<file path="src/rtl/uart_word_packer_if.sv">
// Byte-in / word-out handshake bundle for uart_word_packer.
// master = byte source + word consumer, slave = the packer itself.
interface uart_word_packer_if;
    logic        rxd_data_ready;
    logic [7:0]  rxd_data;
    logic        rxd_endofpacket;
    logic        word_valid;
    logic [31:0] word_data;
    logic        word_last;
    logic        word_ready;
    logic        fifo_full;
    logic        overflow;
    logic        seq_err;
    logic [7:0]  pkt_sum;
    logic        pkt_sum_valid;

    modport master (
        output rxd_data_ready, rxd_data, rxd_endofpacket, word_ready,
        input  word_valid, word_data, word_last, fifo_full, overflow, seq_err,
               pkt_sum, pkt_sum_valid
    );

    modport slave (
        input  rxd_data_ready, rxd_data, rxd_endofpacket, word_ready,
        output word_valid, word_data, word_last, fifo_full, overflow, seq_err,
               pkt_sum, pkt_sum_valid
    );
endinterface

</file>
<file path="src/rtl/uart_word_packer.sv">
// Packs UART bytes little-endian into 32-bit words, flushes partial words at end of packet,
// and queues them in a show-ahead FIFO. Define UART_PKT_CHECKSUM_EN for the per-packet sum.
module uart_word_packer #(
    parameter int unsigned FIFO_DEPTH = 8,
    parameter logic [7:0]  PAD_BYTE   = 8'h00
) (
    input logic               clk,
    input logic               rst,
    uart_word_packer_if.slave bus
);
    localparam int unsigned AW = $clog2(FIFO_DEPTH);

    typedef enum logic [1:0] {ASM, FLUSH1, FLUSH2} state_e;

    state_e          state_q;
    logic [1:0]      lane_q;
    logic [31:0]     asm_q;
    logic [31:0]     pend_q;
    logic            pend_vld_q;
    logic [31:0]     mem_q [FIFO_DEPTH];
    logic [FIFO_DEPTH-1:0] last_q;
    logic [AW-1:0]   wr_ptr_q, rd_ptr_q;
    logic [AW:0]     cnt_q;
    logic            overflow_q, seq_err_q;

    logic            byte_acc, eop_acc;
    logic [31:0]     word_full, word_part, push_data;
    logic            push, push_last, push_ok, pop, full;

    assign byte_acc  = (state_q == ASM) && bus.rxd_data_ready;
    assign eop_acc   = (state_q == ASM) && !bus.rxd_data_ready && bus.rxd_endofpacket;
    assign word_full = {bus.rxd_data, asm_q[23:0]};
    assign full      = (cnt_q == (AW+1)'(FIFO_DEPTH));
    assign pop       = (cnt_q != '0) && bus.word_ready;
    // A full FIFO still accepts a push when the head leaves in the same cycle.
    assign push_ok   = push && (!full || pop);

    always_comb begin
        for (int i = 0; i < 4; i++)
            word_part[8*i +: 8] = (i < int'(lane_q)) ? asm_q[8*i +: 8] : PAD_BYTE;
    end

    always_comb begin
        push      = 1'b0;
        push_last = 1'b0;
        push_data = pend_q;
        case (state_q)
            ASM: begin
                if (byte_acc && lane_q == 2'd3 && pend_vld_q) push = 1'b1;
                if (eop_acc && pend_vld_q && lane_q == 2'd0) begin
                    push      = 1'b1;
                    push_last = 1'b1;
                end
            end
            FLUSH1: push = 1'b1;
            FLUSH2: begin
                push      = 1'b1;
                push_last = 1'b1;
                push_data = word_part;
            end
            default: ;
        endcase
    end

    always_ff @(posedge clk or posedge rst) begin
        if (rst) begin
            state_q    <= ASM;
            lane_q     <= '0;
            asm_q      <= '0;
            pend_q     <= '0;
            pend_vld_q <= 1'b0;
            last_q     <= '0;
            wr_ptr_q   <= '0;
            rd_ptr_q   <= '0;
            cnt_q      <= '0;
            overflow_q <= 1'b0;
            seq_err_q  <= 1'b0;
        end else begin
            case (state_q)
                ASM: begin
                    if (byte_acc) begin
                        asm_q[{lane_q, 3'b000} +: 8] <= bus.rxd_data;
                        lane_q <= lane_q + 2'd1;
                        if (lane_q == 2'd3) begin
                            pend_q     <= word_full;
                            pend_vld_q <= 1'b1;
                        end
                    end else if (eop_acc) begin
                        if (pend_vld_q && lane_q != 2'd0) state_q <= FLUSH1;
                        else if (pend_vld_q)              pend_vld_q <= 1'b0;
                        else if (lane_q != 2'd0)          state_q <= FLUSH2;
                    end
                end
                FLUSH1: begin
                    pend_vld_q <= 1'b0;
                    state_q    <= FLUSH2;
                end
                FLUSH2: begin
                    lane_q  <= '0;
                    state_q <= ASM;
                end
                default: state_q <= ASM;
            endcase

            if (state_q != ASM && bus.rxd_data_ready) seq_err_q <= 1'b1;
            if (push && full && !pop) overflow_q <= 1'b1;

            if (push_ok) begin
                last_q[wr_ptr_q] <= push_last;
                wr_ptr_q         <= wr_ptr_q + 1'b1;
            end
            if (pop) rd_ptr_q <= rd_ptr_q + 1'b1;
            case ({push_ok, pop})
                2'b10:   cnt_q <= cnt_q + 1'b1;
                2'b01:   cnt_q <= cnt_q - 1'b1;
                default: ;
            endcase
        end
    end

    // Word storage needs no reset: the head is masked until the count says it is valid.
    always_ff @(posedge clk) begin
        if (!rst && push_ok) mem_q[wr_ptr_q] <= push_data;
    end

    assign bus.word_valid = (cnt_q != '0);
    assign bus.word_data  = bus.word_valid ? mem_q[rd_ptr_q] : '0;
    assign bus.word_last  = bus.word_valid & last_q[rd_ptr_q];
    assign bus.fifo_full  = full;
    assign bus.overflow   = overflow_q;
    assign bus.seq_err    = seq_err_q;

`ifdef UART_PKT_CHECKSUM_EN
    logic [7:0] sum_q;
    logic       sum_fire;

    // Fires on the last=1 push, or on an end of packet that carried no bytes at all.
    assign sum_fire = (push && push_last) || (eop_acc && !pend_vld_q && lane_q == 2'd0);

    always_ff @(posedge clk or posedge rst) begin
        if (rst)           sum_q <= '0;
        else if (sum_fire) sum_q <= '0;
        else if (byte_acc) sum_q <= sum_q + bus.rxd_data;
    end

    assign bus.pkt_sum       = sum_fire ? sum_q : 8'h00;
    assign bus.pkt_sum_valid = sum_fire;
`else
    assign bus.pkt_sum       = 8'h00;
    assign bus.pkt_sum_valid = 1'b0;
`endif
endmodule

</file>
<file path="src/flat_wrapper.sv">
// flat-port wrapper written by rule: the top's interface ports become plain ports
module uart_word_packer_flat 
#(
    parameter int unsigned FIFO_DEPTH = 8,
    parameter logic [7:0]  PAD_BYTE   = 8'h00
)
  (clk, rst, bus_rxd_data_ready, bus_rxd_data, bus_rxd_endofpacket, bus_word_ready, bus_word_valid, bus_word_data, bus_word_last, bus_fifo_full, bus_overflow, bus_seq_err, bus_pkt_sum, bus_pkt_sum_valid);
  uart_word_packer_if bus_i ();
  input logic clk;
  input logic rst;
  input wire logic [$bits(bus_i.rxd_data_ready)-1:0] bus_rxd_data_ready;
  input wire logic [$bits(bus_i.rxd_data)-1:0] bus_rxd_data;
  input wire logic [$bits(bus_i.rxd_endofpacket)-1:0] bus_rxd_endofpacket;
  input wire logic [$bits(bus_i.word_ready)-1:0] bus_word_ready;
  output wire logic [$bits(bus_i.word_valid)-1:0] bus_word_valid;
  output wire logic [$bits(bus_i.word_data)-1:0] bus_word_data;
  output wire logic [$bits(bus_i.word_last)-1:0] bus_word_last;
  output wire logic [$bits(bus_i.fifo_full)-1:0] bus_fifo_full;
  output wire logic [$bits(bus_i.overflow)-1:0] bus_overflow;
  output wire logic [$bits(bus_i.seq_err)-1:0] bus_seq_err;
  output wire logic [$bits(bus_i.pkt_sum)-1:0] bus_pkt_sum;
  output wire logic [$bits(bus_i.pkt_sum_valid)-1:0] bus_pkt_sum_valid;
  assign bus_i.rxd_data_ready = bus_rxd_data_ready;
  assign bus_i.rxd_data = bus_rxd_data;
  assign bus_i.rxd_endofpacket = bus_rxd_endofpacket;
  assign bus_i.word_ready = bus_word_ready;
  assign bus_word_valid = bus_i.word_valid;
  assign bus_word_data = bus_i.word_data;
  assign bus_word_last = bus_i.word_last;
  assign bus_fifo_full = bus_i.fifo_full;
  assign bus_overflow = bus_i.overflow;
  assign bus_seq_err = bus_i.seq_err;
  assign bus_pkt_sum = bus_i.pkt_sum;
  assign bus_pkt_sum_valid = bus_i.pkt_sum_valid;
  uart_word_packer #(.FIFO_DEPTH(FIFO_DEPTH), .PAD_BYTE(PAD_BYTE)) u_core (.clk(clk), .rst(rst), .bus(bus_i));
endmodule
</file>
<file path="config.mk">
export PLATFORM = sky130hd
export DESIGN_NAME = uart_word_packer_flat
export DESIGN_NICKNAME = d
export VERILOG_FILES = /design/src/rtl/uart_word_packer_if.sv /design/src/rtl/uart_word_packer.sv /design/src/flat_wrapper.sv
export SDC_FILE = /design/constraint.sdc
export NUM_CORES = 1
export LEC_CHECK = 0
export ABC_AREA = 1
export ABC_CLOCK_PERIOD_IN_PS = 8800
export BUFFER_PORTS_ARGS = -buffer_cell sky130_fd_sc_hd__buf_2
export CAP_MARGIN = 10
export CELL_PAD_IN_SITES_DETAIL_PLACEMENT = 0
export CELL_PAD_IN_SITES_GLOBAL_PLACEMENT = 1
export CORE_UTILIZATION = 50
export DETAILED_ROUTE_END_ITERATION = 8
export PLACE_DENSITY_LB_ADDON = 0.25
export SKIP_LAST_GASP = 1
export SLEW_MARGIN = 20
export SYNTH_ARGS = -nofsm -noshare
export SYNTH_HDL_FRONTEND = slang
export SYNTH_SLANG_ARGS = --single-unit
export TNS_END_PERCENT = 50
</file>
<file path="constraint.sdc">
create_clock -name clk -period 8.8 [get_ports clk]
set_clock_uncertainty 0.1 [all_clocks]
set_input_delay 0.44 -clock clk [delete_from_list [all_inputs] [get_ports clk]]
set_output_delay 0.44 -clock clk [all_outputs]
set_load 0.02 [all_outputs]
</file>
==> After elaboration in Yosys (flattened, before gate mapping) <==
Memories as Yosys holds them, arrays and structs flattened.
Cells that the tools add are included.
{ "classes": {"eq_ne": 14, "n_mux": 32, "reduce_logical": 34, "shifts": 2, "n_addsub": 6, "magnitude_cmp": 6, "n_bitwise": 1} }
{ "ops": {"columns": ["operator", "count"], "rows": [
  ["2-to-1 mux 32 bit", 2],
  ["bitwise mux 32 bit", 1],
  ["variable shift 8 x 7 -> 32 bit (first input constant)", 1],
  ["indexed part select 8 x 7 -> 32 bit", 1],
  ["2-to-1 mux 8 bit", 3],
  ["logical AND 1 bit", 15],
  ["2-to-1 mux 2 bit", 6],
  ["2-to-1 mux 1 bit", 11],
  ["nonzero test 2 bit", 5],
  ["!= test 3 bit (second input constant)", 3],
  ["bitwise mux 8 bit", 1],
  ["< comparator 3 x 4 -> 1 bit (second input constant)", 2],
  ["case mux 2 bit (2 select lines)", 2],
  ["case mux 4 bit (2 select lines)", 1],
  ["AND reduction 4 bit", 2],
  ["negator 5 -> 7 bit", 1],
  ["adder 3 x 1 -> 3 bit (second input constant)", 2],
  ["== test 2 bit (second input constant)", 3],
  ["case mux 1 bit (2 select lines)", 3],
  ["adder 4 x 1 -> 4 bit (second input constant)", 1],
  ["== test 2 x 1 -> 1 bit (second input constant)", 2],
  ["== test 4 bit (second input constant)", 1],
  ["zero test 1 bit", 4],
  ["zero test 2 bit", 2],
  ["17 further kinds", 20]
]} }
{ "totals": {"wordCells": 107, "inputBits": 13, "ramBits": 256, "memories": 1, "regBits": 89} }
{ "memory_table": {"columns": ["memory", "words", "word_bits", "read_ports", "rd_ports_with_merged_regs", "write_ports", "line", "text"], "rows": [
  ["u_core.mem_q", 8, 32, 1, 0, 1, "uart_word_packer.sv:20", "logic [31:0] mem_q [FIFO_DEPTH];"]
]} }

==> Depth between registers and ports, before layout <==
{ "depth": {"ltp_word": 11, "ltp_mapped": 17, "ltp_nobuf": 16} }

==> Worst setup path after synthesis <==
OpenSTA, ideal clock, no wires.
{ "synth_timing": {"path_type": "register to register", "startpoint": "register u_core.lane_q[0]", "endpoint": "memory u_core.mem_q[0][0] (enable)", "t_required_ns": 8.279, "stages_incl_launch_ff": 10, "setup_time_ns": 0.421, "path_buffers": 1, "period_less_slack_ns": 3.181, "path_slack_ns": 5.619, "arrival_time_ns": 2.660, "path_cell_list": "dfrtp_1 -> inv_1 -> ha_1 -> buf_4 -> nand2_1 -> nor2_1 -> nand2_1 -> nand3_4 -> nand4_1 -> nor2_1"} }
{ "synth_between": {"elab_chain_cells": 10, "word_cells_on_any_way": 12} }
{ "synth_lines": {"columns": ["item", "line", "text"], "rows": [
  ["start: declaration", "uart_word_packer.sv:16", "logic [1:0] lane_q;"],
  ["start signal: assignment", "uart_word_packer.sv:83", "lane_q <= lane_q + 2'd1;"],
  ["== test 2 bit", "uart_word_packer.sv:49", "if (byte_acc && lane_q == 2'd3 && pend_vld_q) push = 1'b1;"],
  ["logical AND 1 bit (2 in a row)", "uart_word_packer.sv:49", null],
  ["2-to-1 mux 1 bit", "uart_word_packer.sv:49", null],
  ["2-to-1 mux 1 bit *", "uart_word_packer.sv:50", "if (eop_acc && pend_vld_q && lane_q == 2'd0) begin"],
  ["case mux 1 bit (2 select lines) *", "uart_word_packer.sv:47", "case (state_q)"],
  ["logical AND 1 bit *", "uart_word_packer.sv:36", "assign push_ok = push && (!full || pop);"],
  ["logical AND 1 bit *", "uart_word_packer.sv:123", "if (!rst && push_ok) mem_q[wr_ptr_q] <= push_data;"],
  ["2-to-1 mux 1 bit *", "uart_word_packer.sv:123", null],
  ["2-to-1 mux 1 bit (not written as such) *", "uart_word_packer.sv:123", null],
  ["end: declaration", "uart_word_packer.sv:20", null]
]} }
Every way passes the cells marked *; elsewhere a longest branch is shown, timed or not.

==> Worst setup path after layout <==
{ "layout_timing": {"startpoint": "register u_core.rd_ptr_q[0]", "endpoint": "output port bus_word_data[27]"} }
{ "layout_between": {"elab_chain_cells": 2} }
{ "layout_lines": {"columns": ["item", "line", "text"], "rows": [
  ["start: declaration", "uart_word_packer.sv:22", "logic [AW-1:0] wr_ptr_q, rd_ptr_q;"],
  ["start signal: assignment", "uart_word_packer.sv:112", "if (pop) rd_ptr_q <= rd_ptr_q + 1'b1;"],
  ["memory read (8 x 32 bit)", null, null],
  ["2-to-1 mux 32 bit", "uart_word_packer.sv:127", "assign bus.word_data = bus.word_valid ? mem_q[rd_ptr_q] : '0;"],
  ["end: declaration", "flat_wrapper.sv:16", "output wire logic [$bits(bus_i.word_data)-1:0] bus_word_data;"]
]} }
Every way passes these cells.

==> results.tsv <==
stage	metric	value	unit
status	status	complete, no violations	
synth	yosysMostFrequentCell	nor2_1	
synth	ys_ff_latch	337	
sta	tightest_slew	1.15	ns
clock_tree	insertion_delay	0.51	ns
grt	grtUsageMet2	35.8	%
synth	yosys.area.top_type	edfxtp_1	
grt	grtUsageMet1	33.6	%
setup_path	cp-startpoint	u_core.rd_ptr_q[0]	
pwr	p_leak	0.00604	uW
hold_path	hold_class	in2async	
routing	vias_per_cell	5.37	
die	die_h	170	um
grt	grt_usage	22.6	%
die	die_area	28900	um^2
clock_tree	numCtsBuffers	35	
clock_tree	path_clk_slew	0.06	ns
place	dp_hpwl	18400	um
grt	overflow	0	
sta	fmax	0.253	GHz
finish	fillers	2345	
die	io_pins	59	
synth	avgSynthCellArea	11.1	um^2
clock_tree	clock-sinks	337	
setup_path	worst_setup_path_start_kind	flop	
setup_path	worstSetupPathType	reg2out	
synth	yosys.area_share.xor_xnor	0.434	%
setup_path	worst_r2r_endpoint	u_core.cnt_q[2]	
synth	synth-edff-count	256	
synth	synth_compound_area_share	11.5	%
synth	yosysSeqAreaShare	68.8	%
clock_tree	cts_hold_buffers	0	
sta	finalSetupViolations	0	
finish	utilization	57.6	%
grt	grt_max_degree	108	
synth	async_flop_share	24.0	%
sta	slew_viol_final	0	
grt	grt_pass1_wl	50300	um
grt	grt_use_met3	3.00	%
setup_path	cp_max_fo	80	
synth	netlist.area_leader.share	54.4	%
grt	antenna_found_initial	0	
die	start_util	50.8	%
synth	synth_cells	1269	
setup_path	reg2reg_depth	10	
sta	finalHoldViolCount	0	
pwr	p_total	5910	uW
clock_tree	post_cts_resize_count	0	
finish	fin_nets	1323	
sta	slew_headroom	22.8	%
sta	period_share	45.0	%
die	coreArea	27800	um^2
clock_tree	htree_levels	2	
synth	synth_fa_ha_area_share	1.24	%
clock_tree	cts_tree	built	
setup_path	r2r_setup_slack	5.63	ns
sta	fin_setup_tns	0	ns
place	portBuffers	49	
synth	synth-simple-area-share	13.2	%
routing	drt_iter0_drc	795	
finish	drive_gt1_share	10.5	%
pwr	power_density	369	nW/um^2
synth	synth.area.mux_share	0	%
routing	drt_first_pass_iters	5	
clock_tree	clock_tree.root_cell	clkbuf_16	
setup_path	r2r_start	u_core.cnt_q[0]	
routing	antenna_left	0	
sta	rsz0062_at_grt	false	
finish	area_delta_synth_final	13.3	%
grt	first_global_vias	8912	
routing	routed_wl	31200	um
sta	layout_min_cycle_time	3.96	ns
pwr	ir_drop	155	uV
setup_path	critPathCaptureType	output pin	
finish	antennaDiodeCount	0	
routing	post_drt_wl_per_cell	18.4	um
synth	ys.flop_type	edfxtp_1	
synth	synth_common_cells	268 x nor2_1, 256 x edfxtp_1, 188 x o21ai_0	
synth	yosys_warnings	0	
grt	busiest_layer	met2	
flow_run	max_cap_viol_count	0	
synth	synth_cell_types	32	
die	rows	61	
die	die_w	170	um
routing	num_vias	9124	
synth	synthTopCellsByArea	edfxtp_1 54%, dfrtp_1 14%, nor2_1 7.1%	
synth	synth_top_family_by_area	simple AND/OR/NAND/NOR gates	
clock_tree	clockBufferDepth	3	
clock_tree	cts_setup_buffers	0	
routing	drcViolationCount	0	
synth	syn_area	14100	um^2
place	gp_congestion	0.782	
setup_path	arrival	3.42	ns
setup_path	required	8.26	ns
per-stage QoR:
stage | cell area, um^2 | setup WS (ns) | std cells | hold WS [ns]
after floorplan | 14200 | 5.62 | 1277 | 0.344
after global placement | 14600 | 5.38 | 1631 | 0.356
after detailed placement | 14700 | 5.39 | 1635 | 0.359
after CTS | 15900 | 4.79 | 1698 | 0.0728
after global routing | 16000 | 4.56 | 1700 | 0.109
final | 16000 | 4.84 | 1700 | 0.0582
critical path, stage by stage (launching register included):
cell	delay, ns
dfrtp_4	0.62
clkinv_2	0.53
buf_4	0.75
nor2_1	0.10
o211ai_1	0.24
nand2_1	0.10
nor2_1	0.27
buf_2	0.23
where the power goes:
part / leakage [uW] / switching [uW] / internal, uW / total (uW)
registers: 0.00342 / 141 / 2080 / 2230
clock network: 0.000621 / 590 / 1020 / 1610
logic: 0.00200 / 1480 / 596 / 2080
flip-flops by register name (all words and copies together), names as in the netlist:
register	cells
u_core.lane_q	2
u_core.bus.seq_err	1
u_core.rd_ptr_q	3
u_core.last_q	8
u_core.pend_vld_q	1
u_core.bus.overflow	1
u_core.cnt_q	4
u_core.asm_q	24
u_core.wr_ptr_q	3
u_core.state_q	2
u_core.mem_q	256
u_core.pend_q	32
cell families after synthesis:
group,after synthesis
simple gates,464
flops,337
compound gates,297
fa+ha+maj,14
xor+xnor,7
other cells,1
buf+inv,149
area by class of cell:
cell class	count	area, um^2	share of cell area [%]
Clock buffer	49	1020	6.39
Clock inverter	14	243	1.52
Multi-Input combinational cell	791	3830	23.9
Tap cell	378	473	2.95
Inverter	71	269	1.68
Timing Repair Buffer	60	448	2.80
Sequential cell	337	9720	60.7
worst max-delay path by stage:
| stage | slack (ns) | end | cells after the start |
|---|---|---|---|
| finish | 4.84 | bus_word_data[27] | 7 |
| global placement | 5.38 | bus_word_data[26] | 7 |
| global route | 4.56 | bus_word_data[26] | 7 |
| detailed placement | 5.39 | bus_word_data[26] | 7 |
| CTS | 4.79 | bus_word_data[26] | 7 |
| floorplan | 5.62 | u_core.mem_q[0][0] | 9 |
cells in the final DEF (no fill, tap or decap), types with 3 or more instances in the layout:
cell,instances
xor2_1,4
clkbuf_8,3
a21oi_1,3
edfxtp_1,256
nand2_1,137
o21ai_1,50
nand4_1,11
clkinv_1,4
conb_1,9
xnor2_1,3
o22ai_1,33
o21ai_0,174
nor2_4,9
dfrtp_1,78
inv_1,65
nor2_1,260
buf_16,6
clkbuf_1,8
buf_2,49
clkbuf_16,38
buf_4,5
nor2_2,3
nand3_1,36
bufinv_16,7
clkinv_2,7
ha_1,14
o211ai_1,34
metal layers:
metal | wire length [um] | part of all wire, % | up-vias
met5 | 0 | 0 | -
met4 | 514 | 1.6 | 0
met3 | 1460 | 4.7 | 39
met2 | 14600 | 47 | 205
met1 | 14700 | 47 | 4425
li1 | - | - | 4455
Note: power is estimated with default switching activity, not from simulation.
